## src/rtl/line_mem_adapter.sv

```systemverilog
// ---------------------------------------------------------------------------
// line_mem_adapter
//
// Bridges whole-cache-line transactions from the L1 cache controller onto a
// word-wide main-memory bus. A fill reads WORDS_PER_LINE consecutive words and
// returns one assembled line; a writeback captures a line and writes it to
// memory one word at a time.
//
// Optional feature:
//   LINE_MEM_ADAPTER_TIMEOUT_EN - when defined, a transfer that sees no
//   mem_ack for 255 consecutive stall cycles is aborted and completes with
//   line_resp and line_err pulsed together. When undefined the adapter waits
//   indefinitely and line_err is tied low.
//
// Ports:
//   clk            - sole clock, rising edge
//   rst_n          - asynchronous active-low reset
//   line_read_req  - line fill request (sampled only while idle)
//   line_write_req - line writeback request (sampled only while idle, wins
//                    over a simultaneous read request)
//   line_addr      - line byte address, low OFF_W bits ignored
//   line_wdata     - writeback line, word i at [i*WORD_W +: WORD_W]
//   line_rdata     - last completed fill line, same word ordering
//   line_resp      - one-cycle completion pulse
//   line_err       - one-cycle abort pulse, coincident with line_resp
//   busy           - high while a transaction is in progress
//   mem_addr       - word byte address presented to memory
//   mem_rden       - word read strobe
//   mem_wren       - word write strobe
//   mem_wdata      - word write data
//   mem_rdata      - word read data, valid with mem_ack
//   mem_ack        - completes the current word transfer
// ---------------------------------------------------------------------------
module line_mem_adapter #(
    parameter  int WORD_W         = 32,
    parameter  int WORDS_PER_LINE = 8,
    parameter  int ADDR_W         = 32,
    localparam int LINE_W         = WORD_W * WORDS_PER_LINE
) (
    input  logic              clk,
    input  logic              rst_n,
    input  logic              line_read_req,
    input  logic              line_write_req,
    input  logic [ADDR_W-1:0] line_addr,
    input  logic [LINE_W-1:0] line_wdata,
    output logic [LINE_W-1:0] line_rdata,
    output logic              line_resp,
    output logic              line_err,
    output logic              busy,
    output logic [ADDR_W-1:0] mem_addr,
    output logic              mem_rden,
    output logic              mem_wren,
    output logic [WORD_W-1:0] mem_wdata,
    input  logic [WORD_W-1:0] mem_rdata,
    input  logic              mem_ack
);

    localparam int BYTE_SH = $clog2(WORD_W / 8);
    localparam int OFF_W   = $clog2(WORDS_PER_LINE * WORD_W / 8);
    localparam int CNT_W   = $clog2(WORDS_PER_LINE);

    localparam logic [ADDR_W-1:0] OFF_MASK = ADDR_W'((64'd1 << OFF_W) - 64'd1);
    localparam logic [CNT_W-1:0]  LAST_CNT = CNT_W'(WORDS_PER_LINE - 1);

    typedef enum logic [1:0] {
        S_IDLE,
        S_READ,
        S_WRITE,
        S_DONE
    } state_t;

    state_t state;
    state_t state_n;

    logic [CNT_W-1:0]  cnt;
    logic [ADDR_W-1:0] base;
    logic [LINE_W-1:0] wbuf;
    logic [LINE_W-1:0] shadow;
    logic [LINE_W-1:0] shadow_merged;
    logic [ADDR_W-1:0] cur_addr;
    logic [WORD_W-1:0] wbuf_word;
    logic              last_word;
    logic              stall_expire;

    assign cur_addr  = base + (ADDR_W'(cnt) << BYTE_SH);
    assign wbuf_word = wbuf[int'(cnt) * WORD_W +: WORD_W];
    assign last_word = (cnt == LAST_CNT);

    // Shadow buffer with the word currently on mem_rdata slotted in.
    always_comb begin
        shadow_merged = shadow;
        shadow_merged[int'(cnt) * WORD_W +: WORD_W] = mem_rdata;
    end

`ifdef LINE_MEM_ADAPTER_TIMEOUT_EN
    logic [7:0] stall_cnt;
    logic       err_q;

    // The counter would reach 255 on this edge: this is the 255th stall cycle.
    assign stall_expire = !mem_ack && (stall_cnt == 8'd254);
    assign line_err     = (state == S_DONE) && err_q;
`else
    assign stall_expire = 1'b0;
    assign line_err     = 1'b0;
`endif

    // -----------------------------------------------------------------------
    // State register
    // -----------------------------------------------------------------------
    always_ff @(posedge clk or negedge rst_n) begin
        if (!rst_n) begin
            state <= S_IDLE;
        end else begin
            state <= state_n;
        end
    end

    // -----------------------------------------------------------------------
    // Next state and bus outputs
    // -----------------------------------------------------------------------
    always_comb begin
        state_n   = state;
        busy      = (state != S_IDLE);
        line_resp = 1'b0;
        mem_rden  = 1'b0;
        mem_wren  = 1'b0;
        mem_addr  = '0;
        mem_wdata = '0;
        case (state)
            S_IDLE: begin
                if (line_write_req) begin
                    state_n = S_WRITE;
                end else if (line_read_req) begin
                    state_n = S_READ;
                end
            end
            S_READ: begin
                mem_rden = 1'b1;
                mem_addr = cur_addr;
                if ((mem_ack && last_word) || stall_expire) begin
                    state_n = S_DONE;
                end
            end
            S_WRITE: begin
                mem_wren  = 1'b1;
                mem_addr  = cur_addr;
                mem_wdata = wbuf_word;
                if ((mem_ack && last_word) || stall_expire) begin
                    state_n = S_DONE;
                end
            end
            S_DONE: begin
                line_resp = 1'b1;
                state_n   = S_IDLE;
            end
            default: begin
                state_n = S_IDLE;
            end
        endcase
    end

    // -----------------------------------------------------------------------
    // Datapath: base address, word counter, line buffers
    // -----------------------------------------------------------------------
    always_ff @(posedge clk or negedge rst_n) begin
        if (!rst_n) begin
            cnt        <= '0;
            base       <= '0;
            wbuf       <= '0;
            shadow     <= '0;
            line_rdata <= '0;
        end else begin
            case (state)
                S_IDLE: begin
                    if (line_write_req) begin
                        base <= line_addr & ~OFF_MASK;
                        wbuf <= line_wdata;
                        cnt  <= '0;
                    end else if (line_read_req) begin
                        base <= line_addr & ~OFF_MASK;
                        cnt  <= '0;
                    end
                end
                S_READ: begin
                    if (mem_ack) begin
                        shadow <= shadow_merged;
                        cnt    <= cnt + CNT_W'(1);
                        // Publish the completed line on the final ack so it
                        // is already valid during the line_resp cycle; an
                        // aborted fill never reaches this and leaves
                        // line_rdata untouched.
                        if (last_word) begin
                            line_rdata <= shadow_merged;
                        end
                    end
                end
                S_WRITE: begin
                    if (mem_ack) begin
                        cnt <= cnt + CNT_W'(1);
                    end
                end
                default: begin
                end
            endcase
        end
    end

`ifdef LINE_MEM_ADAPTER_TIMEOUT_EN
    // -----------------------------------------------------------------------
    // Stall watchdog
    // -----------------------------------------------------------------------
    always_ff @(posedge clk or negedge rst_n) begin
        if (!rst_n) begin
            stall_cnt <= '0;
            err_q     <= 1'b0;
        end else begin
            case (state)
                S_IDLE: begin
                    if (line_write_req || line_read_req) begin
                        stall_cnt <= '0;
                        err_q     <= 1'b0;
                    end
                end
                S_READ, S_WRITE: begin
                    if (mem_ack) begin
                        stall_cnt <= '0;
                    end else begin
                        stall_cnt <= stall_cnt + 8'd1;
                        if (stall_expire) begin
                            err_q <= 1'b1;
                        end
                    end
                end
                default: begin
                end
            endcase
        end
    end
`endif

endmodule
```

## config.mk

```make
export PLATFORM = sky130hd
export DESIGN_NAME = line_mem_adapter
export DESIGN_NICKNAME = d
export VERILOG_FILES = /design/src/rtl/line_mem_adapter.sv
export SDC_FILE = /design/constraint.sdc
export NUM_CORES = 1
export LEC_CHECK = 0
export ABC_AREA = 1
export BUFFER_PORTS_ARGS = -buffer_cell sky130_fd_sc_hd__buf_2
export CAP_MARGIN = 25
export CELL_PAD_IN_SITES_DETAIL_PLACEMENT = 0
export CELL_PAD_IN_SITES_GLOBAL_PLACEMENT = 1
export CORE_AREA = 3 3 268 323
export DETAILED_ROUTE_END_ITERATION = 7
export DIE_AREA = 0 0 271 326
export PLACE_DENSITY = 0.95
export SYNTH_ARGS = -nofsm -noshare
export SYNTH_HDL_FRONTEND = slang
export SYNTH_SLANG_ARGS = --single-unit
```

## constraint.sdc

```tcl
create_clock -name clk -period 5.3 [get_ports clk]
set_input_delay 1.06 -clock clk [delete_from_list [all_inputs] [get_ports clk]]
set_output_delay 1.06 -clock clk [all_outputs]
set_load 0.01 [all_outputs]
```

==> results of run 1 <==
==> path summary, 6_finish.rpt <==
check,end,slack [ps],cells past startpoint
setup / recovery,mem_wdata[28],800,6
hold / removal,line_rdata[203]$_DFFE_PN0P_,470,2
setup reg to reg,line_rdata[55]$_DFFE_PN0P_,1410,10
hold reg to reg,line_rdata[203]$_DFFE_PN0P_,470,2
max in group asynchronous,wbuf[175]$_DFFE_PN0P_,3500,2
min in group asynchronous,shadow[75]$_DFFE_PN0P_,490,1
==> layout by cell type (no fill, tap or decap), drive strengths merged <==
master       n
a21oi       97
buf        711
bufinv      11
clkbuf     114
clkinv      13
clkinvlp     3
conb         3
dfrtp      800
diode       12
ha          11
inv        378
mux2       187
nand2     1636
nand3      738
nand4       19
nor2       294
nor3        32
nor3b        1
o211ai      32
o21ai      135
==> layer usage <==
layer / part of all wire / up-vias
met1: 0.37 / 16300
met4: 0.066 / 20
met2: 0.47 / 1443
li1: - / 15800
met3: 0.091 / 316
met5: 0.00090 / -
==> sequential cells by signal, summed over array words and instances, names as in the netlist <==
register / flops
shadow: 256
base: 27
cnt: 3
state: 2
wbuf: 256
line_rdata: 256
==> through the flow <==
stage | hold slack (ps) | setup slack, ps | util
after global routing | 491 | 657 | 0.535
after floorplan | 449 | 2660 | -
after detailed placement | 460 | 1400 | 0.501
after global placement | 458 | 1410 | 0.501
final | 473 | 796 | 0.535
after CTS | 477 | 684 | 0.535
==> area by class of cell <==
type	count	area, um^2
flip-flops and latches	800	20000
repair buffers	711	3990
diodes	12	30.0
inverters	374	1420
clock inverters	31	500
clock buffers	114	2350
multi-input cells	3185	15000
well taps	1121	1400
fillers	7700	38800
==> cells by family (layout without fill, tap and decap cells) <==
| kind of cell | after synthesis | count (layout) |
|---|---|---|
| and+or+nand+nor | 2720 | 2720 |
| DFF | 800 | 800 |
| buffers and inverters | 685 | 1230 |
| AOI/OAI and AO/OA | 264 | 264 |
| muxes | 187 | 187 |
| adders and majority gates | 11 | 11 |
| other | 1 | 15 |
==> worst register-to-register path: cells and delay by family (launching register included) <==
kind	cells	cell delay [ps]
buf+inv	4	1660
simple gates	4	490
flops	1	830
fa+ha+maj	2	780
==> power breakdown <==
group	internal [mW]	leakage (nW)	total, mW	switching (mW)
Sequential	8.00	10.3	9.00	0.991
Combinational	3.04	12.9	9.24	6.20
Clock	3.66	1.39	6.21	2.56
Total	14.7	24.6	24.5	9.75
==> Flow_metrics.wiki, run 1 <==
{| class="wikitable"
! Metric !! Value
|-
| Worst-case vdd ir drop || 0.000538 V
|-
| Number of max-cap violations || 0
|-
| Portion of the post-synthesis area used by sequential elements || 0.533
|-
| Final wirelength || 130 mm
|-
| First-pass GRT wire length || 197 mm
|-
| Xor/xnor share of the synthesized area || 0
|-
| Clock sink total || 800
|-
| Clock insertion delay at the later pin of the skew report || 630 ps
|-
| Pin count of the biggest net entering global routing || 128
|-
| RSZ-0062 raised after global routing || false
|-
| Crit. Startpoint || cnt[0]$_DFFE_PN0P_
|-
| Reg-to-reg critical path startpoint || cnt[0]$_DFFE_PN0P_
|-
| Die Footprint || 88300 um^2
|-
| Vertical die dimension || 326 um
|-
| Vias after detailed routing || 33900
|-
| Data required time at the worst endpoint || 4240 ps
|-
| Cells traversed along the worst timing path || inv_4, o21ai_0, nand2_1, nor2_1, nor2_1, buf_2
|-
| Met1 track demand over resource || 0.345
|-
| Number of unique standard cell types used by synthesis || 24
|-
| Number of enable flip-flop cells after synthesis || 0
|-
| Area of all placed cells without fillers || 44700 um^2
|-
| Post-synthesis compound-gate area fraction || 0.0373
|-
| Total Power || 24.5 mW
|-
| Worst-case headroom to the max-slew limit || 0.312
|-
| Result of the run || complete, no violations
|-
| Top-count cell post-synth || sky130_fd_sc_hd__nand2_1
|-
| Gpl congestion || 0.879
|-
| Min Tclk post-route || 4500 ps
|-
| Fraction of the cycle the final worst path needs || 0.850
|-
| Skew final || 26.5 ps
|-
| Placed instance count || 6191
|-
| Remaining routing DRC violations || 0
|-
| GRT busiest layer || met2
|-
| Clock root buffer master || sky130_fd_sc_hd__clkbuf_16
|-
| Worst EP arrival || 3440 ps
|-
| Detailed-placement wirelength estimate || 88.9 mm
|-
| Peak per-stage delay on the critical path || 830 ps
|-
| Dominant combinational cell family by area after synthesis || simple AND/OR/NAND/NOR gates
|-
| Cells taking the most area after synthesis || sky130_fd_sc_hd__dfrtp_1, sky130_fd_sc_hd__nand2_1, sky130_fd_sc_hd__nand3_1, sky130_fd_sc_hd__mux2_2, sky130_fd_sc_hd__inv_1
|-
| Peak Freq || 222 MHz
|-
| Max Slew Vio Count || 0
|-
| Met2 demand-to-capacity share in global routing || 0.471
|-
| Worst-path cell with the longest stage delay || sky130_fd_sc_hd__dfrtp_4
|-
| Core region area || 83500 um^2
|-
| Final Hold Vio Count || 0
|-
| H-Tree Level Count || 3
|-
| Synthesized netlist cell count || 4668
|-
| Synthesized area divided by synthesized cell count || 8.05 um^2
|-
| Clk slew on worst S/H paths || 60 ps
|-
| Total power density per cell area || 547 nW/um^2
|-
| Number of I/O port buffers || 641
|-
| Multiplexer fraction of the synthesized cell area || 0.0561
|-
| Async S/R FF share, synth || 1.00
|-
| Hold Crit Start || line_rdata[203]$_DFFE_PN0P_
|-
| Maximum net fanout on the critical path || 70
|-
| Congestion Overflow GR || 0
|-
| Total of warnings raised by yosys || 0
|-
| Largest area contributor in the synthesized netlist || sky130_fd_sc_hd__dfrtp_1
|-
| Setup fix buffers added after clock tree synthesis || 0
|-
| Top_reg_cell synth || sky130_fd_sc_hd__dfrtp_1
|-
| Post-CTS resize count || 0
|-
| Worst-case clock buffer depth || 3
|-
| Kind of end point of the critical path || primary output
|-
| Fraction of synthesized cell area taken by the top area cell type || 0.533
|-
| Number of nets still failing antenna checks after routing || 0
|-
| TritonRoute pass-1 iters || 6
|-
| Via count of the first global-routing pass || 32600
|-
| Worst Setup Path Type || flip-flop to primary output
|-
| Wire per inst || 20.5 um
|-
| Antenna violations before repair || 27
|-
| Share of layout cells above drive strength 1 || 0.201
|-
| Transition time at the pin with the least slew margin || 1030 ps
|-
| Cell occurring most often along the worst timing path || sky130_fd_sc_hd__nor2_1
|-
| Simple-gate share of the synthesized area || 0.299
|-
| Drt via density || 5.34
|-
| Hold WC Path Type || flip-flop to flip-flop
|-
| First DRT Iteration DRCs || 3332
|-
| Most numerous cell types in the synthesized netlist || sky130_fd_sc_hd__nand2_1, sky130_fd_sc_hd__dfrtp_1, sky130_fd_sc_hd__nand3_1
|-
| Starting Density || 0.450
|-
| Post-place instance area || 41800 um^2
|-
| Netlist Area Pre-Place || 37600 um^2
|-
| Area growth from synthesis to layout || 19.0%
|-
| Final setup violation count || 0
|-
| Hold Buf Count CTS || 0
|-
| Number of core rows || 116
|-
| Share of synthesized cell area in full adder, half adder and majority cells || 0.00366
|-
| Register bit count reported by yosys || 800
|-
| Die X-Extent || 271 um
|-
| Non-filler instance count after layout || 6348
|-
| I/O Pins || 650
|-
| Setup_tns || 0 ps
|-
| Cell family with the largest share of critical-path delay || flip-flops
|-
| Total CTS buffers || 82
|-
| P_leak || 24.6 nW
|-
| Routing usage on met3 || 0.0752
|-
| Combined global-route utilization of all metal layers || 0.290
|-
| CTS tree || built
|-
| CP startpoint kind || flip-flop
|-
| Count of buffer and inverter cells on the critical path || 2
|-
| Count of nets after finishing || 5490
|}
No activity file was read; power rests on OpenSTA's default activity.
==> run 2: changes to the inputs <==
- CORE_AREA: 3 3 268 323 -> 3 3 277 334
- DIE_AREA: 0 0 271 326 -> 0 0 280 337
- PLACE_DENSITY: 0.95 -> 0.9
- clock period: 5.3 -> 4.5 ns (I/O delays scaled with it)
==> run 2 against run 1 <==
  * The run now ends with DRC left
  * Non-clock buffer count grew 9
  * Total power is 18% higher
  * Register-to-register slack lost 340 ps
  * Design area grew 0.53%
  * First-iteration DRC count down 1.9%
  * Critical path depth grew 2
  * Clock power grew 18%
==> Flow_metrics.wiki, run 2 (synthesized netlist as in run 1, its figures left out) <==
{| class="wikitable"
! Metric !! Value
|-
| Post-place instance area || 42000 um^2 (was 41800 um^2)
|-
| DR WL met2 || 62.8 mm (was 61.5 mm)
|-
| Gpl congestion || 0.889 (was 0.879)
|-
| I/O Pins || 650 (unchanged)
|-
| Die X-Extent || 280 um (was 271 um)
|-
| Pin count of the biggest net entering global routing || 148 (was 128)
|-
| Hold WC Path Type || input pin to async pin (was flip-flop to flip-flop)
|-
| Die Footprint || 94400 um^2 (was 88300 um^2)
|-
| Skew final || 29.9 ps (was 26.5 ps)
|-
| Detail Route met3 WL || 12.3 mm (was 11.8 mm)
|-
| Number of nets still failing antenna checks after routing || 0 (unchanged)
|-
| Worst EP arrival || 3180 ps (was 3440 ps)
|-
| Peak Freq || 245 MHz
|-
| Remaining routing DRC violations || 2 (was 0)
|-
| Fraction of the cycle the final worst path needs || 0.906
|-
| Registers with the highest flip-flop counts || line_rdata x256, shadow x256, wbuf x256 (unchanged)
|-
| Number of max-cap violations || 0 (unchanged)
|-
| Vertical die dimension || 337 um (was 326 um)
|-
| Most used cells in the layout excluding fill and tap cells || sky130_fd_sc_hd__nand2_1, sky130_fd_sc_hd__dfrtp_1, sky130_fd_sc_hd__nand3_1 (unchanged)
|-
| Wire per inst || 20.7 um (was 20.5 um)
|-
| Final wirelength || 133 mm (was 130 mm)
|-
| Share of layout cells above drive strength 1 || 0.203 (was 0.201)
|-
| Hold Buf Count CTS || 0 (unchanged)
|-
| RSZ-0062 raised after global routing || false (unchanged)
|-
| Drt via density || 5.27 (was 5.34)
|-
| Congestion Overflow GR || 0 (unchanged)
|-
| Setup fix buffers added after clock tree synthesis || 0 (unchanged)
|-
| Transition time at the pin with the least slew margin || 1070 ps (was 1030 ps)
|-
| Total CTS buffers || 85 (was 82)
|-
| Worst Setup Path Type || flip-flop to primary output (unchanged)
|-
| Setup_tns || 0 ps (unchanged)
|-
| Via count of the first global-routing pass || 32200 (was 32600)
|-
| TritonRoute pass-1 iters || 8 (was 6)
|-
| P_leak || 24.7 nW (was 24.6 nW)
|-
| CTS tree || built (unchanged)
|-
| Maximum net fanout on the critical path || 36 (was 70)
|-
| Detailed-placement wirelength estimate || 90.7 mm (was 88.9 mm)
|-
| Clock insertion delay at the later pin of the skew report || 650 ps (was 630 ps)
|-
| Kind of end point of the critical path || primary output (unchanged)
|-
| Max Slew Vio Count || 0 (unchanged)
|-
| Min Tclk post-route || 4080 ps
|-
| Vias after detailed routing || 33700 (was 33900)
|-
| Post-CTS resize count || 0 (unchanged)
|-
| Number of core rows || 120 (was 116)
|-
| Clock root buffer master || sky130_fd_sc_hd__clkbuf_16 (unchanged)
|-
| Number of I/O port buffers || 641 (unchanged)
|-
| Count of nets after finishing || 5502 (was 5490)
|-
| Area growth from synthesis to layout || 19.6% (was 19.0%)
|-
| Uppermost layer routed || met5 (unchanged)
|-
| CP startpoint kind || flip-flop (unchanged)
|-
| Data required time at the worst endpoint || 3600 ps (was 4240 ps)
|-
| Clk slew on worst S/H paths || 60 ps (about the same)
|-
| Result of the run || complete, but fails checks (was complete, no violations)
|-
| Final setup violation count || 0 (unchanged)
|-
| Area of all placed cells without fillers || 44900 um^2 (was 44700 um^2)
|-
| Final core utilization || 0.503 (was 0.535)
|-
| Starting Density || 0.420 (was 0.450)
|-
| Met1 Wirelength || 50.0 mm (was 48.2 mm)
|-
| Post-placement worst setup slack || 928 ps (was 1400 ps)
|-
| Final worst slack || 425 ps (was 796 ps)
|-
| First-pass GRT wire length || 197 mm (about the same)
|-
| Total Power || 28.9 mW (was 24.5 mW)
|-
| Violations in the final reports || DRC
|-
| Antenna violations before repair || 33 (was 27)
|-
| Most common library cell in the layout ignoring fill and taps || sky130_fd_sc_hd__nand2_1 (unchanged)
|-
| First DRT Iteration DRCs || 3270 (was 3332)
|-
| Total power density per cell area || 644 nW/um^2 (was 547 nW/um^2)
|-
| Core region area || 89300 um^2 (was 83500 um^2)
|-
| Worst-case clock buffer depth || 3 (unchanged)
|-
| Final Hold Vio Count || 0 (unchanged)
|-
| H-Tree Level Count || 3 (unchanged)
|-
| Combined global-route utilization of all metal layers || 0.276 (was 0.290)
|-
| Worst-case headroom to the max-slew limit || 0.286 (was 0.312)
|-
| Worst-case vdd ir drop || 0.000487 V (was 0.000538 V)
|-
| Clock sink total || 800 (unchanged)
|-
| Setup slack of the most critical reg-to-reg path || 1070 ps (was 1410 ps)
|}
[run 2: layout make-up]
class / instances / area [um^2]
Antenna cell: 12 / 30.0
Clock buffer: 124 / 2480
Clock inverter: 29 / 410
Fill cell: 8465 / 44400
Inverter: 374 / 1420
Multi-Input combinational cell: 3185 / 15000
Sequential cell: 800 / 20000
Tap cell: 1159 / 1450
Timing Repair Buffer: 720 / 4140
[run 2: final timing paths]
kind,from,endpoint,depth (start not counted)
setup / recovery,cnt[0]$_DFFE_PN0P_,mem_wdata[9],8
hold / removal,rst_n,shadow[74]$_DFFE_PN0P_,1
setup reg to reg,cnt[0]$_DFFE_PN0P_,line_rdata[47]$_DFFE_PN0P_,9
min in group clk,line_rdata[239]$_DFFE_PN0P_,line_rdata[239]$_DFFE_PN0P_,2
hold reg to reg,line_rdata[239]$_DFFE_PN0P_,line_rdata[239]$_DFFE_PN0P_,2
max in group asynchronous,rst_n,shadow[114]$_DFFE_PN0P_,2
[run 2: stage by stage]
step | instances | hold WS [ps]
2_1_floorplan | 4670 | 449
3_3_place_gp | 6236 | 458
3_5_place_dp | 6238 | 461
4_1_cts | 6391 | 330
5_1_grt | 6392 | 342
6_report | 6403 | 272
[run 2: layer usage]
| layer | track usage | vias up |
|---|---|---|
| met3 | 0.0799 | 266 |
| met5 | 0 | - |
| li1 | - | 15900 |
| met1 | 0.326 | 16200 |
| met2 | 0.460 | 1370 |
| met4 | 0.135 | 40 |
[run 2: worst max-delay path, stage by stage, from the launching register on]
cell                      delay [ps]
sky130_fd_sc_hd__dfrtp_4         750
sky130_fd_sc_hd__inv_4           320
sky130_fd_sc_hd__buf_4           330
sky130_fd_sc_hd__nand2_1          90
sky130_fd_sc_hd__nand3_1         130
sky130_fd_sc_hd__nand3_1         160
sky130_fd_sc_hd__nand2_1         200
sky130_fd_sc_hd__nor2_1          330
sky130_fd_sc_hd__buf_2           190
[run 2: report_power, final]
part | internal, mW | switching (mW)
logic | 3.65 | 7.43
clock network | 4.26 | 3.05
registers | 9.43 | 1.10
total | 17.3 | 11.6
